[config.mk]
export PLATFORM = sky130hd
export DESIGN_NAME = cic_decimator
export DESIGN_NICKNAME = d
export VERILOG_FILES = /design/src/rtl/cic_decimator.sv
export SDC_FILE = /design/constraint.sdc
export NUM_CORES = 2
export LEC_CHECK = 0
export BUFFER_PORTS_ARGS = -buffer_cell sky130_fd_sc_hd__buf_2
export CORE_MARGIN = 1.5
export CORE_UTILIZATION = 59
export CTS_CLUSTER_SIZE = 10
export DETAILED_ROUTE_END_ITERATION = 12
export GPL_TIMING_DRIVEN = 0
export PLACE_DENSITY = 0.78
export SLEW_MARGIN = 10
export SYNTH_ARGS = -nofsm -noshare
export SYNTH_HDL_FRONTEND = slang
export SYNTH_SLANG_ARGS = --single-unit
[constraint.sdc]
create_clock -name clk -period 11.7 [get_ports clk]
set_clock_uncertainty 0.15 [all_clocks]
set_input_delay 2.34 -clock clk [delete_from_list [all_inputs] [get_ports clk]]
set_output_delay 2.34 -clock clk [all_outputs]
set_load 0.01 [all_outputs]
[src/rtl/cic_decimator.sv]
// -----------------------------------------------------------------------------
// cic_decimator
//
// Multi-stage CIC decimator for the DFE chain. Consumes samples from the IIR
// notch stage, decimates by R = 2^k (k = clamped dec_sel), normalises the CIC
// gain R^N back to unity (less EXTRA_GAIN bits), rounds half-up and saturates
// to signed Q1.(DATA_FRAC) full scale.
//
// Ports
//   clk        in   1           clock
//   rst_n      in   1           asynchronous reset, active-low
//   valid_in   in   1           cic_in carries a sample this cycle
//   bypass     in   1           1: pass cic_in straight through, no decimation
//   dec_sel    in   3           k = log2(R); values above MAX_DEC_LOG2 clamp
//   cic_in     in   DATA_WIDTH  signed input sample
//   cic_out    out  DATA_WIDTH  signed decimated output sample
//   overflow   out  1           positive saturation applied to cic_out
//   underflow  out  1           negative saturation applied to cic_out
//   valid_out  out  1           single-cycle strobe: cic_out is new
//
// Pipeline
//   p0 : integrators + sample counter; vld_p0 marks the sample closing a group
//   p1 : comb cascade (combinational) + normalise/round/saturate
//   p2 : output registers (cic_out / flags / valid_out)
// -----------------------------------------------------------------------------
module cic_decimator #(
  parameter int DATA_WIDTH   = 16,
  parameter int DATA_FRAC    = 15,
  parameter int N_STAGES     = 5,
  parameter int MAX_DEC_LOG2 = 4,
  parameter int EXTRA_GAIN   = 0
) (
  input  logic                         clk,
  input  logic                         rst_n,
  input  logic                         valid_in,
  input  logic                         bypass,
  input  logic [2:0]                   dec_sel,
  input  logic signed [DATA_WIDTH-1:0] cic_in,
  output logic signed [DATA_WIDTH-1:0] cic_out,
  output logic                         overflow,
  output logic                         underflow,
  output logic                         valid_out
);

  // Word growth of an N-stage CIC at R_max is N*log2(R_max) bits; with
  // two's-complement wrap this width makes the comb output exact.
  localparam int ACC_WIDTH = DATA_WIDTH + N_STAGES * MAX_DEC_LOG2;
  localparam int CNT_W     = (MAX_DEC_LOG2 > 0) ? MAX_DEC_LOG2 : 1;

  localparam logic [2:0] K_MAX = 3'(MAX_DEC_LOG2);

  // Saturation bounds are +/- full scale of the Q1.DATA_FRAC output format.
  localparam longint SAT_MAX_L = (longint'(1) <<< DATA_FRAC) - 1;
  localparam longint SAT_MIN_L = -(longint'(1) <<< DATA_FRAC);
  localparam logic signed [ACC_WIDTH:0] SAT_HI = (ACC_WIDTH+1)'(SAT_MAX_L);
  localparam logic signed [ACC_WIDTH:0] SAT_LO = (ACC_WIDTH+1)'(SAT_MIN_L);

  typedef struct packed {
    logic                         ovf;
    logic                         unf;
    logic signed [DATA_WIDTH-1:0] data;
  } sat_t;

  // Normalisation shift: removes the R^N = 2^(N*k) CIC gain, keeping
  // EXTRA_GAIN bits of it; never shifts left.
  function automatic int norm_shift(input logic [2:0] k);
    int s;
    s = N_STAGES * int'(k) - EXTRA_GAIN;
    return (s > 0) ? s : 0;
  endfunction

  // Round half-up then arithmetic shift. One guard bit keeps the rounding
  // add from wrapping at the positive end of the accumulator range.
  function automatic logic signed [ACC_WIDTH:0] round_shift(
    input logic signed [ACC_WIDTH-1:0] v,
    input int                          s
  );
    logic signed [ACC_WIDTH:0] wide;
    logic signed [ACC_WIDTH:0] half;
    wide = {v[ACC_WIDTH-1], v};
    half = '0;
    if (s > 0) half = (ACC_WIDTH+1)'(longint'(1) <<< (s - 1));
    return (wide + half) >>> s;
  endfunction

  function automatic sat_t saturate(input logic signed [ACC_WIDTH:0] v);
    sat_t r;
    r.ovf  = 1'b0;
    r.unf  = 1'b0;
    r.data = v[DATA_WIDTH-1:0];
    if (v > SAT_HI) begin
      r.ovf  = 1'b1;
      r.data = DATA_WIDTH'(SAT_MAX_L);
    end else if (v < SAT_LO) begin
      r.unf  = 1'b1;
      r.data = DATA_WIDTH'(SAT_MIN_L);
    end
    return r;
  endfunction

  logic [2:0]                  k_sel;
  logic [2:0]                  dec_sel_q;
  logic                        sel_change;
  logic                        clear;
  logic [CNT_W-1:0]            cnt;
  logic [CNT_W-1:0]            cnt_last;
  logic                        vld_p0;
  logic                        vld_p1;
  logic signed [ACC_WIDTH-1:0] in_ext;
  logic signed [ACC_WIDTH-1:0] integ [N_STAGES];
  logic signed [ACC_WIDTH-1:0] comb_out_p1;
  logic signed [ACC_WIDTH:0]   rnd_p1;
  sat_t                        sat_p1;

  assign k_sel = (dec_sel > K_MAX) ? K_MAX : dec_sel;

  // A change of decimation factor invalidates everything in flight: the
  // integrators and comb delays hold history accumulated for the old R.
  // Bypass keeps the same state cleared so leaving it starts fresh.
  assign sel_change = (k_sel != dec_sel_q);
  assign clear      = bypass | sel_change;

  always_ff @(posedge clk or negedge rst_n) begin
    if (!rst_n) begin
      dec_sel_q <= '0;
    end else begin
      dec_sel_q <= k_sel;
    end
  end

  // ---------------------------------------------------------------------------
  // Stage p0: integrators and decimation counter (advance on valid_in only)
  // ---------------------------------------------------------------------------
  assign in_ext   = {{(ACC_WIDTH-DATA_WIDTH){cic_in[DATA_WIDTH-1]}}, cic_in};
  assign cnt_last = CNT_W'((32'd1 << dec_sel_q) - 32'd1);
  assign vld_p0   = valid_in & (cnt == cnt_last) & ~clear;

  always_ff @(posedge clk or negedge rst_n) begin
    if (!rst_n) begin
      cnt <= '0;
    end else if (clear) begin
      cnt <= '0;
    end else if (valid_in) begin
      cnt <= (cnt == cnt_last) ? '0 : cnt + 1'b1;
    end
  end

  // Each integrator adds the previous stage's old value, giving the
  // N_STAGES-1 sample pipeline delay through the cascade.
  always_ff @(posedge clk or negedge rst_n) begin
    if (!rst_n) begin
      for (int i = 0; i < N_STAGES; i++) integ[i] <= '0;
    end else if (clear) begin
      for (int i = 0; i < N_STAGES; i++) integ[i] <= '0;
    end else if (valid_in) begin
      integ[0] <= integ[0] + in_ext;
      for (int i = 1; i < N_STAGES; i++) integ[i] <= integ[i] + integ[i-1];
    end
  end

  always_ff @(posedge clk or negedge rst_n) begin
    if (!rst_n) begin
      vld_p1 <= 1'b0;
    end else if (clear) begin
      vld_p1 <= 1'b0;
    end else begin
      vld_p1 <= vld_p0;
    end
  end

  // ---------------------------------------------------------------------------
  // Stage p1: comb cascade at the decimated rate, then normalise and saturate
  // ---------------------------------------------------------------------------
  for (genvar i = 0; i < N_STAGES; i++) begin : g_comb
    logic signed [ACC_WIDTH-1:0] c_in;
    logic signed [ACC_WIDTH-1:0] c;
    logic signed [ACC_WIDTH-1:0] d;

    if (i == 0) begin : g_head
      assign c_in = integ[N_STAGES-1];
    end else begin : g_tail
      assign c_in = g_comb[i-1].c;
    end

    assign c = c_in - d;

    always_ff @(posedge clk or negedge rst_n) begin
      if (!rst_n) begin
        d <= '0;
      end else if (clear) begin
        d <= '0;
      end else if (vld_p1) begin
        d <= c_in;
      end
    end
  end

  assign comb_out_p1 = g_comb[N_STAGES-1].c;
  assign rnd_p1      = round_shift(comb_out_p1, norm_shift(dec_sel_q));
  assign sat_p1      = saturate(rnd_p1);

  // ---------------------------------------------------------------------------
  // Stage p2: output registers. Bypass has priority over a pending decimated
  // sample; a dec_sel change in the comb cycle drops that sample.
  // ---------------------------------------------------------------------------
  always_ff @(posedge clk or negedge rst_n) begin
    if (!rst_n) begin
      cic_out   <= '0;
      overflow  <= 1'b0;
      underflow <= 1'b0;
      valid_out <= 1'b0;
    end else if (bypass) begin
      cic_out   <= cic_in;
      overflow  <= 1'b0;
      underflow <= 1'b0;
      valid_out <= valid_in;
    end else if (vld_p1 && !sel_change) begin
      cic_out   <= sat_p1.data;
      overflow  <= sat_p1.ovf;
      underflow <= sat_p1.unf;
      valid_out <= 1'b1;
    end else begin
      valid_out <= 1'b0;
    end
  end

endmodule

## After elaboration in Yosys (flattened, before gate mapping)

Cells that the tools add are included.

| operators by class | value |
|---|---|
| add/sub/neg operators | 14 |
| $mul | 1 |
| magnitude comparators | 5 |
| equal/unequal tests | 2 |
| shift-type cells | 3 |
| muxes and demuxes | 31 |
| bitwise logic cells | 4 |
| reductions and logical operators | 5 |

Operator list:

| cell | count |
|---|---|
| $mux W180 | 2 |
| $mux W36 | 10 |
| $sub A36 B36 Y36 | 5 |
| $add A36 B36 Y36 | 4 |
| $mux W16 | 3 |
| $add A36 B37 Y37 | 1 |
| $gt A37 B16 Y1 const B | 1 |
| $lt A37 B16 Y1 const B | 1 |
| $mux W37 | 1 |
| $sshl A2 B32 Y37 const A | 1 |
| $sshr A37 B6 Y37 | 1 |
| $add A36 B16 Y36 | 1 |
| $mux W17 | 1 |
| $gt A6 B1 Y1 const B | 2 |
| $mux W4 | 3 |
| $mux W1 | 9 |
| $sub A6 B1 Y7 const B | 1 |
| $mul A3 B3 Y6 const A | 1 |
| $mux W6 | 1 |
| $reduce_bool A2 Y1 | 3 |
| $add A4 B1 Y4 const B | 1 |
| $eq A4 B4 Y1 | 1 |
| $shl A1 B3 Y4 const A | 1 |
| $sub A4 B1 Y4 const B | 1 |
| 8 further kinds | 9 |

| word-level totals | value |
|---|---|
| register bits | 387 |
| input bits | 23 |
| output and inout bits | 19 |
| logic and storage cells | 82 |

## Logic depth before layout (Yosys ltp)

| logic depth | value |
|---|---|
| word-level depth | 13 |
| gate-level depth with buffers | 69 |
| gate-level depth less buffers | 68 |

## Least setup slack after synthesis

No wires, ideal clock.

| timing path | value |
|---|---|
| kind | register to register |
| from | register integ, in the netlist g_comb[0].c_in[0] |
| to | register cic_out[14] |
| setup time | 0.126 ns |
| arrival time | 12.090 ns |
| required time | 11.424 ns |
| setup slack | -0.666 ns |
| cell stages (with the launch flop) | 66 |
| period minus slack after synthesis | 12.366 ns |
| path through | dfrtp_1 > inv_1 > ha_1 > inv_1 > fa_1 > a21o_1 > a21oi_1 > o21bai_1 > a21oi_1 > o21bai_1 > a21oi_1 > o21bai_1 > a21oi_1 > o21bai_1 > a21oi_1 > o311ai_0 > o21a_1 > inv_1 > [... 30 more ...] > a21o_1 > a21oi_1 > xnor2_1 > xnor2_2 > inv_1 > ha_1 > inv_1 > a21oi_1 > nand3b_1 > and2_1 > mux4_2 > o21ai_0 > o2111a_1 > o211ai_1 > o31ai_1 > a31oi_2 > a311oi_1 > o31ai_1 |

| on the way | value |
|---|---|
| word-level cells in the longest chain between the ends | 12 |
| elaborated cells between the ends (all ways) | 13 |
| those cells by class | add/sub (6); order compare (2); shift (1); mux (4) |

Ends and longest elaborated chain:

| what | line | RTL |
|---|---|---|
| start, declared | 110 | `logic signed [ACC_WIDTH-1:0] integ [N_STAGES];` |
| $sub A36 B36 Y36 (*) (5 in a row) | 185 | `assign c = c_in - d;` |
| $add A36 B37 Y37 (*) | 83 | `return (wide + half) >>> s;` |
| $sshr A37 B6 Y37 (*) | 83 |  |
| $lt A37 B16 Y1 | 94 | `end else if (v < SAT_LO) begin` |
| $mux W17 | 94 |  |
| $mux W16 (*) | 91 | `if (v > SAT_HI) begin` |
| $mux W16 (*) | 217 | `end else if (vld_p1 && !sel_change) begin` |
| $mux W16 (*) | 212 | `end else if (bypass) begin` |
| end signal, assigned | 213 | `cic_out <= cic_in;` |
| end signal, assigned | 218 | `cic_out <= sat_p1.data;` |
| end, declared | 39 | `output logic signed [DATA_WIDTH-1:0] cic_out,` |

Every way passes the cells marked *; elsewhere a longest branch is shown, timed or not. The select of a mux whose other input is x is not followed.
A chain may end at the register's enable or synchronous reset.

## Worst setup path in the final report

| timing path | value |
|---|---|
| from | register integ, in the netlist g_comb[0].c_in[0] |
| to | register cic_out[7] |

The elaborated chain is that of the path after synthesis.

==> impl_metrics.json <==
{
  "grt_overflow": 0,
  "synth_top_area_share_pct": 26.2,
  "worst_slew_pin_slew_ns": 1.40,
  "synth_nets": 4933,
  "cts_buffers": 47,
  "vias_per_cell": 6.27,
  "antenna_found_initial": 1,
  "layout_setup_ws_ns": -1.63,
  "dpl.hpwl_um": 78700,
  "maxSlewViolCount": 0,
  "timing.rr.end": "cic_out[7]",
  "start_util_pct": 59.7,
  "grt_usage_pct": 33.4,
  "synth_area_mm2": 0.0369,
  "die_h_um": 253,
  "max-slew-margin-rel_pct": 6.58,
  "crit_end": "cic_out[7]",
  "clk_pin_slew_ns": 0.06,
  "syn_inst": 4502,
  "grt_pass1_vias": 33200,
  "crit_path_start": "g_comb[0].c_in[0]",
  "area_delta_synth_final_pct": 16.8,
  "yosysTopAreaCell": "dfrtp_1",
  "nets": 5177,
  "netlist_top_cells_area": "dfrtp_1 (26%), ha_1 (13%), mux2i_1 (7.9%)",
  "rr_startpoint": "g_comb[0].c_in[0]",
  "first_iter_violations": 2898,
  "core_mm2": 0.0618,
  "cts_root_buf": "clkbuf_16",
  "dr.pass1.iters": 6,
  "layout.cells.non_filler": 5604,
  "synthFlopType": "dfrtp_1",
  "max_stage_delay_ns": 0.47,
  "grt_start_max_net_pins": 106,
  "clk_latency_ns": 0.60,
  "portBuffers": 40,
  "drt-wirelength-per-cell_um": 20.4,
  "ioPinCount": 42,
  "hold_viol": 0,
  "required_ns": 12.06,
  "gp_congestion": 0.980,
  "ys_seq_area_share_pct": 26.2,
  "outcome": "finished, violations left",
  "critPathMaxFanout": 7,
  "diodes": 0,
  "final_cell_mix": "nor2_1 (629), dfrtp_1 (385), ha_1 (353)",
  "die_area_mm2": 0.0641,
  "fmax_mhz": 75.0,
  "synth_area_per_cell_um2": 8.20,
  "critical_path.slowest_cell": "ha_2",
  "cpMostUsedCell": "a21oi_2",
  "async_flop_share_pct": 100,
  "r2r_cells": 66,
  "cp.arrival_ns": 13.69,
  "yosysUniqueCellTypes": 95,
  "dr_total_vias": 35200,
  "clk_path_buf_depth": 3,
  "worst-setup-path-type": "register to register",
  "worstHoldPathType": "register to register",
  "period_needed_ns": 13.33,
  "cts_tree": "yes",
  "postLayoutCoreUtil_pct": 69.7,
  "dp_cells": 5383,
  "worst_setup_path_end_kind": "register",
  "clock_sinks": 387,
  "drive_above_1_share_pct": 13.1,
  "violations": "setup timing",
  "fp.dieW_um": 253,
  "synth-edff-count": 0,
  "r2r_slack_ns": -1.63,
  "final_common_cell": "nor2_1",
  "ant_nets": 0,
  "rows": 91,
  "drt-total-wl_um": 114000,
  "ctsHtreeMaxLevel": 2,
  "grt_pass1_wl_um": 173000,
  "finalSetupViolCount": 18,
  "ys_ff_latch": 387,
  "cap_violations": 0,
  "rsz0062_at_grt": "yes",
  "post-route-period-util_pct": 114,
  "hold_ws_ns": 0.329,
  "ys_warn_count": 0,
  "start_kind": "register",
  "drcViolationCount": 0
}
[cells by family after synthesis]
kind of cell    after synthesis  synth area share (%)
simple gates               1376                  16.6
flops                       387                  26.2
compound gates             1208                  21.5
mux                         304                  8.42
buf+inv                     475                  4.90
xor+xnor                    344                  8.32
fa+ha+maj                   408                  14.1
[cells in the mapped netlist (12+ instances only)]
cell,n
o21bai_1,71
xor2_1,99
nor2_1,647
nand2b_1,55
nor3_1,82
or3_1,41
a31oi_1,32
o31ai_1,40
a2111oi_0,13
nand2_1,280
o22ai_1,12
or2_2,16
buf_1,26
a211o_1,15
and2_1,28
and3_1,38
clkbuf_1,123
o21ai_0,205
a211oi_1,65
ha_1,397
nand3_1,95
xnor2_1,241
dfrtp_1,387
nand4_1,20
a311oi_1,14
mux2i_1,291
o21a_1,51
a21o_1,127
nor2b_1,34
o211ai_1,31
inv_1,319
a21oi_1,365
o2111ai_1,14
[metal layers]
metal	global-route usage (%)	share of wire, %	up-vias
li1	-	-	16500
met1	43.3	41	17000
met2	55.9	47	1255
met3	4.16	6.2	379
met4	14.4	5.3	0
met5	0	0	-
[state kept, by name, summed over array words and instances, names as in the netlist]
| signal | flops |
|---|---|
| cic_out | 16 |
| cnt | 4 |
| dec_sel_q | 3 |
| g_comb.c_in | 36 |
| g_comb.d | 180 |
| integ | 144 |
| overflow | 1 |
| underflow | 1 |
| valid_out | 1 |
| vld_p1 | 1 |
[worst min path at each step]
stage | to | cells after the start | slack (ns) | start
after detailed placement | cic_out[14] | 2 | 0.32 | cic_out[14]
after global routing | cic_out[9] | 2 | 0.37 | cic_out[9]
after CTS | cic_out[14] | 2 | 0.33 | cic_out[14]
after floorplan | integ[160] | 2 | 0.33 | integ[160]
after global placement | cic_out[14] | 2 | 0.31 | cic_out[14]
final | cic_out[14] | 2 | 0.33 | cic_out[14]
[through the flow]
step / instance area [um^2] / TNS [ns] / worst slack, ns
after floorplan: 37100 / 0 / 0.00610
after global placement: 38300 / -40.64 / -2.43
after detailed placement: 38400 / -41.27 / -2.46
after CTS: 41800 / -13.39 / -0.871
after global routing: 43100 / -33.49 / -2.05
final: 43100 / -26.62 / -1.63
[what timing repair did]
| item | in CTS | in global routing |
|---|---|---|
| endpoints found under the setup margin | 18 | 18 |
| pin swaps | 139 | 122 |
| resized for setup | 244 | 157 |
| buffers inserted | 107 | 52 |
| hold buffers | 0 | 0 |
| cloned | 1 | 0 |
[worst max-delay path: cells and delay by family, from the launching register on]
kind | cells | cell delay (ns)
flops | 1 | 0.45
compound gates | 31 | 5.26
simple gates | 10 | 1.81
fa+ha+maj | 7 | 2.17
xor+xnor | 7 | 1.83
buf+inv | 11 | 1.52
[layout make-up]
type	count	area [um^2]
clock inverter	3	18.8
buffer	147	604
timing repair buffer	203	1570
multi-input combinational	3640	27700
sequential	387	9690
inverter	320	1200
fill	4718	18700
tap	837	1050
clock buffer	67	1320
Power is left out: the tool's default activity adds up to more than one toggle a clock period on the data nets, which glitch-free logic cannot reach.
